<file path="config.mk">
export PLATFORM = sky130hd
export DESIGN_NAME = cache_port_arbiter
export DESIGN_NICKNAME = d
export VERILOG_FILES = /design/src/rtl/cache_port_arbiter.sv
export SDC_FILE = /design/constraint.sdc
export NUM_CORES = 1
export LEC_CHECK = 0
export ABC_AREA = 1
export CAP_MARGIN = 15
export CORE_MARGIN = 5
export CORE_UTILIZATION = 25
export DETAILED_ROUTE_END_ITERATION = 8
export GPL_TIMING_DRIVEN = 1
export PLACE_DENSITY = 0.62
export SLEW_MARGIN = 20
export SYNTH_ARGS = -nofsm -noshare
export SYNTH_HDL_FRONTEND = slang
export SYNTH_SLANG_ARGS = --single-unit
export TNS_END_PERCENT = 50
</file>
<file path="constraint.sdc">
create_clock -name clk -period 3.1 [get_ports clk]
set_clock_uncertainty 0.15 [all_clocks]
set_input_delay 0.31 -clock clk [delete_from_list [all_inputs] [get_ports clk]]
set_output_delay 0.31 -clock clk [all_outputs]
set_load 0.01 [all_outputs]
</file>
<file path="src/rtl/cache_port_arbiter.sv">
// Two-requester cache port arbiter with flush sequencing (IDLE/BUSY/FLUSH).
// Define ARB_ROUND_ROBIN_EN for round-robin tie-breaking; default is fixed priority to r0.
module cache_port_arbiter #(
    parameter int unsigned ADDR_W = 28,
    parameter int unsigned DATA_W = 32
) (
    input  logic              clk,
    input  logic              rst,
    input  logic              r0_valid,
    input  logic              r0_rw,
    input  logic [ADDR_W-1:0] r0_addr,
    input  logic [DATA_W-1:0] r0_wdata,
    output logic              r0_ready,
    output logic [DATA_W-1:0] r0_rdata,
    input  logic              r1_valid,
    input  logic              r1_rw,
    input  logic [ADDR_W-1:0] r1_addr,
    input  logic [DATA_W-1:0] r1_wdata,
    output logic              r1_ready,
    output logic [DATA_W-1:0] r1_rdata,
    input  logic              flush_req,
    output logic              flush_done,
    output logic              cache_valid,
    output logic              cache_rw,
    output logic [ADDR_W-1:0] cache_addr,
    output logic [DATA_W-1:0] cache_wr,
    output logic              flush,
    input  logic [DATA_W-1:0] cache_rd,
    input  logic              cache_ready,
    output logic              grant_id,
    output logic              busy
);

    typedef enum logic [1:0] {IDLE, BUSY, FLUSH} state_t;

    state_t            state_q, state_d;
    logic              cache_valid_q, cache_valid_d;
    logic              cache_rw_q, cache_rw_d;
    logic [ADDR_W-1:0] cache_addr_q, cache_addr_d;
    logic [DATA_W-1:0] cache_wr_q, cache_wr_d;
    logic              flush_q, flush_d;
    logic              grant_id_q, grant_id_d;
    logic              busy_q, busy_d;
    logic              win_id;
`ifdef ARB_ROUND_ROBIN_EN
    logic              rr_last_q, rr_last_d;
`endif

    // Pick the winner among currently valid requesters.
    always_comb begin : arbitrate
`ifdef ARB_ROUND_ROBIN_EN
        if (r0_valid && r1_valid) begin
            win_id = ~rr_last_q;
        end else begin
            win_id = ~r0_valid;
        end
`else
        win_id = ~r0_valid;
`endif
    end

    always_comb begin : next_state
        state_d       = state_q;
        cache_valid_d = cache_valid_q;
        cache_rw_d    = cache_rw_q;
        cache_addr_d  = cache_addr_q;
        cache_wr_d    = cache_wr_q;
        flush_d       = flush_q;
        grant_id_d    = grant_id_q;
        busy_d        = busy_q;
`ifdef ARB_ROUND_ROBIN_EN
        rr_last_d     = rr_last_q;
`endif
        case (state_q)
            IDLE: begin
                // Flush outranks both requesters.
                if (flush_req) begin
                    state_d = FLUSH;
                    flush_d = 1'b1;
                    busy_d  = 1'b1;
                end else if (r0_valid || r1_valid) begin
                    state_d       = BUSY;
                    cache_valid_d = 1'b1;
                    busy_d        = 1'b1;
                    grant_id_d    = win_id;
                    cache_rw_d    = win_id ? r1_rw    : r0_rw;
                    cache_addr_d  = win_id ? r1_addr  : r0_addr;
                    cache_wr_d    = win_id ? r1_wdata : r0_wdata;
`ifdef ARB_ROUND_ROBIN_EN
                    rr_last_d     = win_id;
`endif
                end
            end
            BUSY: begin
                if (cache_ready) begin
                    state_d       = IDLE;
                    cache_valid_d = 1'b0;
                    busy_d        = 1'b0;
                end
            end
            FLUSH: begin
                if (cache_ready) begin
                    state_d = IDLE;
                    flush_d = 1'b0;
                    busy_d  = 1'b0;
                end
            end
            default: begin
                state_d       = IDLE;
                cache_valid_d = 1'b0;
                flush_d       = 1'b0;
                busy_d        = 1'b0;
            end
        endcase
    end

    always_ff @(posedge clk or posedge rst) begin
        if (rst) begin
            state_q       <= IDLE;
            cache_valid_q <= 1'b0;
            cache_rw_q    <= 1'b0;
            cache_addr_q  <= '0;
            cache_wr_q    <= '0;
            flush_q       <= 1'b0;
            grant_id_q    <= 1'b0;
            busy_q        <= 1'b0;
`ifdef ARB_ROUND_ROBIN_EN
            rr_last_q     <= 1'b1;
`endif
        end else begin
            state_q       <= state_d;
            cache_valid_q <= cache_valid_d;
            cache_rw_q    <= cache_rw_d;
            cache_addr_q  <= cache_addr_d;
            cache_wr_q    <= cache_wr_d;
            flush_q       <= flush_d;
            grant_id_q    <= grant_id_d;
            busy_q        <= busy_d;
`ifdef ARB_ROUND_ROBIN_EN
            rr_last_q     <= rr_last_d;
`endif
        end
    end

    // Completion pulses follow cache_ready in the same cycle; only the owner sees it.
    assign r0_ready   = (state_q == BUSY)  && cache_ready && !grant_id_q;
    assign r1_ready   = (state_q == BUSY)  && cache_ready &&  grant_id_q;
    assign flush_done = (state_q == FLUSH) && cache_ready;
    assign r0_rdata   = cache_rd;
    assign r1_rdata   = cache_rd;

    assign cache_valid = cache_valid_q;
    assign cache_rw    = cache_rw_q;
    assign cache_addr  = cache_addr_q;
    assign cache_wr    = cache_wr_q;
    assign flush       = flush_q;
    assign grant_id    = grant_id_q;
    assign busy        = busy_q;

endmodule
</file>
==> results.md <==
- The overflow left after global routing is 0.
- The clock net sink count is between 60 and 70.
- The antenna diode count is 0.
- After detailed routing, the number of remaining DRC violations is 0.
- Across all layers, the routed design uses around 3,400 vias.
- IR analysis of the VDD net gives a maximum drop of between 300 and 400 uV.
- At the worst endpoint, the required time is roughly 2600 ps.
- The total detailed-routing wirelength is 12,400 um.
- For this configuration, the core starts out at a cell density of 0.257.
- The die area is 19,800 sq um.
- For this run, the total global-route usage over all layers was measured as 0.124.
- The number of buffers inserted during clock tree synthesis is 9.
- The post-synthesis cell area is approximately 4300 sq um.
- The number of core rows is between 40 and 50.
- The detailed placement HPWL is 9190 um.
- The first global-routing pass estimated 19,500 um of wire.
- In this run the critical register-to-register path is captured at cache_addr[18]$_DFFE_PP0P_.
- For this run, asynchronously set or reset flops after synthesis account for 1.00.
- The maximum number of pins on one net before global-route repair is 46.
- The clock period could shrink to ~2200 ps.
- The tree is rooted in a clkbuf_16.
- The leakage power of the design is 2.68 nW.
- The number of top-level pins is between 200 and 300.
- Clock-pin slew was measured on the worst setup and hold paths at roughly 60 ps.
- The finished cells cover slightly above 6000 sq um.
- The number of global-route vias before repair came to between 3,000 and 4,000.
- In the final layout, the share of cells above drive strength 1 is 0.250.
- The net count reported at finish is ~740.
- The proportion of power drawn by flip-flops and latches is 0.323.
- For the final routed database, the setup TNS stands at 0 ps.
- The clock tree synthesis step divided the H-tree into 3 levels.
- The total of buffers placed on input and output ports is a little under 200.
- Of all nets on the critical path, the largest fanout is 4.
- The first detailed-routing pass took 5 iterations.
- The internal cell power is ~0.0032 W.
- The path type of the worst setup path is register to primary output.
- In the finished design, the share of the clock period the worst path needs comes to 0.719.
- Yosys printed 0 warnings.
- In this run, synthesis inferred 0 flip-flops with an integrated enable.
- Static timing analysis puts the maximum clock frequency at 0.449 GHz.
- The most frequently used cell type in the post-synthesis netlist is nand2_1.
- Of the synthesized area, sequential elements account for 0.393.
- The core region is 16,600 sq um.
- Measured against its own limit, the worst slew margin works out to 0.522.
- The detail route stage leaves a number of antenna-violating nets equal to 0.
- The clock group share of total power is 0.210.
- For the worst flop-to-flop path, the logic depth is 7.
- The final routed wire length divided by cell count is about 16 um.
- Synthesis produced a netlist whose cell count is 449.
- The detailed router finished its first iteration with between 100 and 150 violations.
- The net switching power of the design is between 0.0015 and 0.002 W.
- The most area-hungry cell type in the Yosys netlist is dfrtp_1.
- The startpoint of the worst-slack reg-to-reg timing path is state_q[1]$_DFFE_PP0P_.
- The worst path arrival time is about 1800 ps.
- The clock latency on the worst-skew pair is between 300 and 400 ps.
- The area of placed instances is around 5800 sq um.
- The number of hold violations in the final report was 0.
- TritonCTS built the clock tree.
- The number of buffers inserted by post-CTS setup repair is 0.
- The slew at the pin with the worst max-slew slack is between 700 and 800 ps.
- The number of maximum-capacitance violations is 0.
- Dividing the detail-routed via count by the number of cells gives about 4.3.
- The power per unit of standard cell area is between 700 and 800 nW/um^2.
- The die extent in y is 141 um.
- The worst hold path class is primary input to async pin.
- The fraction of synthesized cell area taken by the top area cell type is 0.393.
- Setup repair after global routing left no endpoint under its margin.
- The horizontal die dimension is between 100 and 150 um.
- The initial antenna violation count is 0.
- Hold repair after CTS inserted 0 buffers.
- Setup violations remaining at the end of the flow were counted as 0.
- The average cell area after synthesis is about 9.5 sq um.
- The count of cell types in the netlist is 20.
- The number of buffers between clock root and the deepest sink is 2.
- The final-report max-slew violation count is 0.
- The category of the worst setup path capture point is a primary output.
- The layout overhead on the synthesized area is 43.2%.
- The net count of the mapped netlist is a little over 600.
- The flow ran to the end, and the final reports show no timing, DRC or antenna violations.
- The fraction of power spent switching nets is 0.344.
- By count the netlist is led by nand2_1 (142), dfrtp_1 (67), buf_4 (66).
- The post-cts repair resize count is 0.
- The weighted congestion at the end of routability-driven global placement is about 0.75.
- The most used flip-flop cell after synthesis is dfrtp_1.
- Sorting the synthesized cells by area gives the leading types as dfrtp_1 (39%), o211ai_2 (17%), nand2_1 (12%), buf_4 (12%), or2_2 (8.6%).
- The slack of the worst reg-to-reg path is about 960 ps.
- In this run, synthesis produced a sequential element count of 67.
- The fraction of power consumed by combinational cells is 0.467.
- The worst setup path is launched from a register.
-- worst max-delay path: stages (launching register included) --
cell and delay, ps:
dfrtp_1 390, inv_1 130, ha_1 200, nand2_1 80, nor2_1 90, clkdlybuf4s50_1 540
-- layer usage --
layer,global-route usage,up-vias,part of all wire
met2,0.202,141,0.49
met3,0.0518,35,0.092
met4,0.0428,0,0.025
li1,-,1638,-
met1,0.147,1569,0.40
met5,0,-,0
-- final cells by class --
cell class	count	area, sq um
Clock buffer	13	260
Clock inverter	2	35.0
Fill cell	1656	10500
Inverter	10	38.8
Multi-Input combinational cell	282	1810
Sequential cell	67	1680
Tap cell	220	275
Timing Repair Buffer	202	2020
-- cell families (layout without fill, tap and decap cells) --
kind of cell | count (synthesis) | after routing | synth area share
adder cells (fa/ha/maj) | 5 | 5 | 0.0146
AND/OR/NAND/NOR | 213 | 213 | 0.229
buffers and inverters | 100 | 227 | 0.185
flip-flops | 67 | 67 | 0.393
AO/OA/AOI/OAI | 64 | 64 | 0.180
-- worst max-delay path by stage --
stage	from	endpoint	slack, ps	cells after the start
after CTS	state_q[1]$_DFFE_PP0P_	r1_ready	830	5
final	state_q[1]$_DFFE_PP0P_	r1_ready	870	5
after global routing	state_q[1]$_DFFE_PP0P_	r1_ready	750	5
after floorplan	rst	busy$_DFFE_PP0P_	960	1
after detailed placement	flush_req	cache_addr[18]$_DFFE_PP0P_	860	7
after global placement	flush_req	cache_addr[21]$_DFFE_PP0P_	910	7
-- stage by stage --
| stage | cells | hold slack [ps] | utilization | setup WS [ps] | total power (W) |
|---|---|---|---|---|---|
| after floorplan | 449 | 294 | - | 957 | 0.00277 |
| after global placement | 781 | 313 | 0.350 | 906 | 0.00384 |
| after detailed placement | 781 | 314 | 0.350 | 857 | 0.00388 |
| after CTS | 796 | 249 | 0.367 | 834 | 0.00495 |
| after global routing | 796 | 297 | 0.367 | 745 | 0.00521 |
| final | 796 | 226 | 0.367 | 871 | 0.00485 |
-- sequential cells by signal, summed over array words and instances, names as in the netlist --
name         flops
busy             1
cache_addr      28
cache_rw         1
cache_valid      1
cache_wr        32
flush            1
grant_id         1
state_q          2
-- layout by cell type, fill, tap and decap left out --
cell type	Yosys	layout
buf_2	5	1
nor2_1	2	2
clkbuf_16	0	9
clkinv_2	0	2
o211ai_1	3	3
nand4_1	1	1
nand3_1	5	5
or2_2	59	59
inv_1	8	7
dfrtp_1	67	67
o21ai_2	1	1
clkbuf_8	0	2
clkdlybuf4s50_1	0	194
bufinv_16	0	1
nand2_1	142	142
a21oi_1	2	2
nor2_4	2	2
buf_12	7	2
or2_1	2	2
o211ai_2	58	58
clkbuf_1	6	2
buf_4	66	5
inv_2	2	2
ha_1	5	5
-- power groups by stage --
stage / combinational (W) / sequential (W) / clock, W
after floorplan: 0.00103 / 0.00174 / 0
after global placement: 0.00228 / 0.00156 / 0
after detailed placement: 0.00231 / 0.00157 / 0
after CTS: 0.00232 / 0.00157 / 0.00106
after global routing: 0.00249 / 0.00162 / 0.00111
final: 0.00226 / 0.00157 / 0.00102
Note: power is estimated with default switching activity, not from simulation.
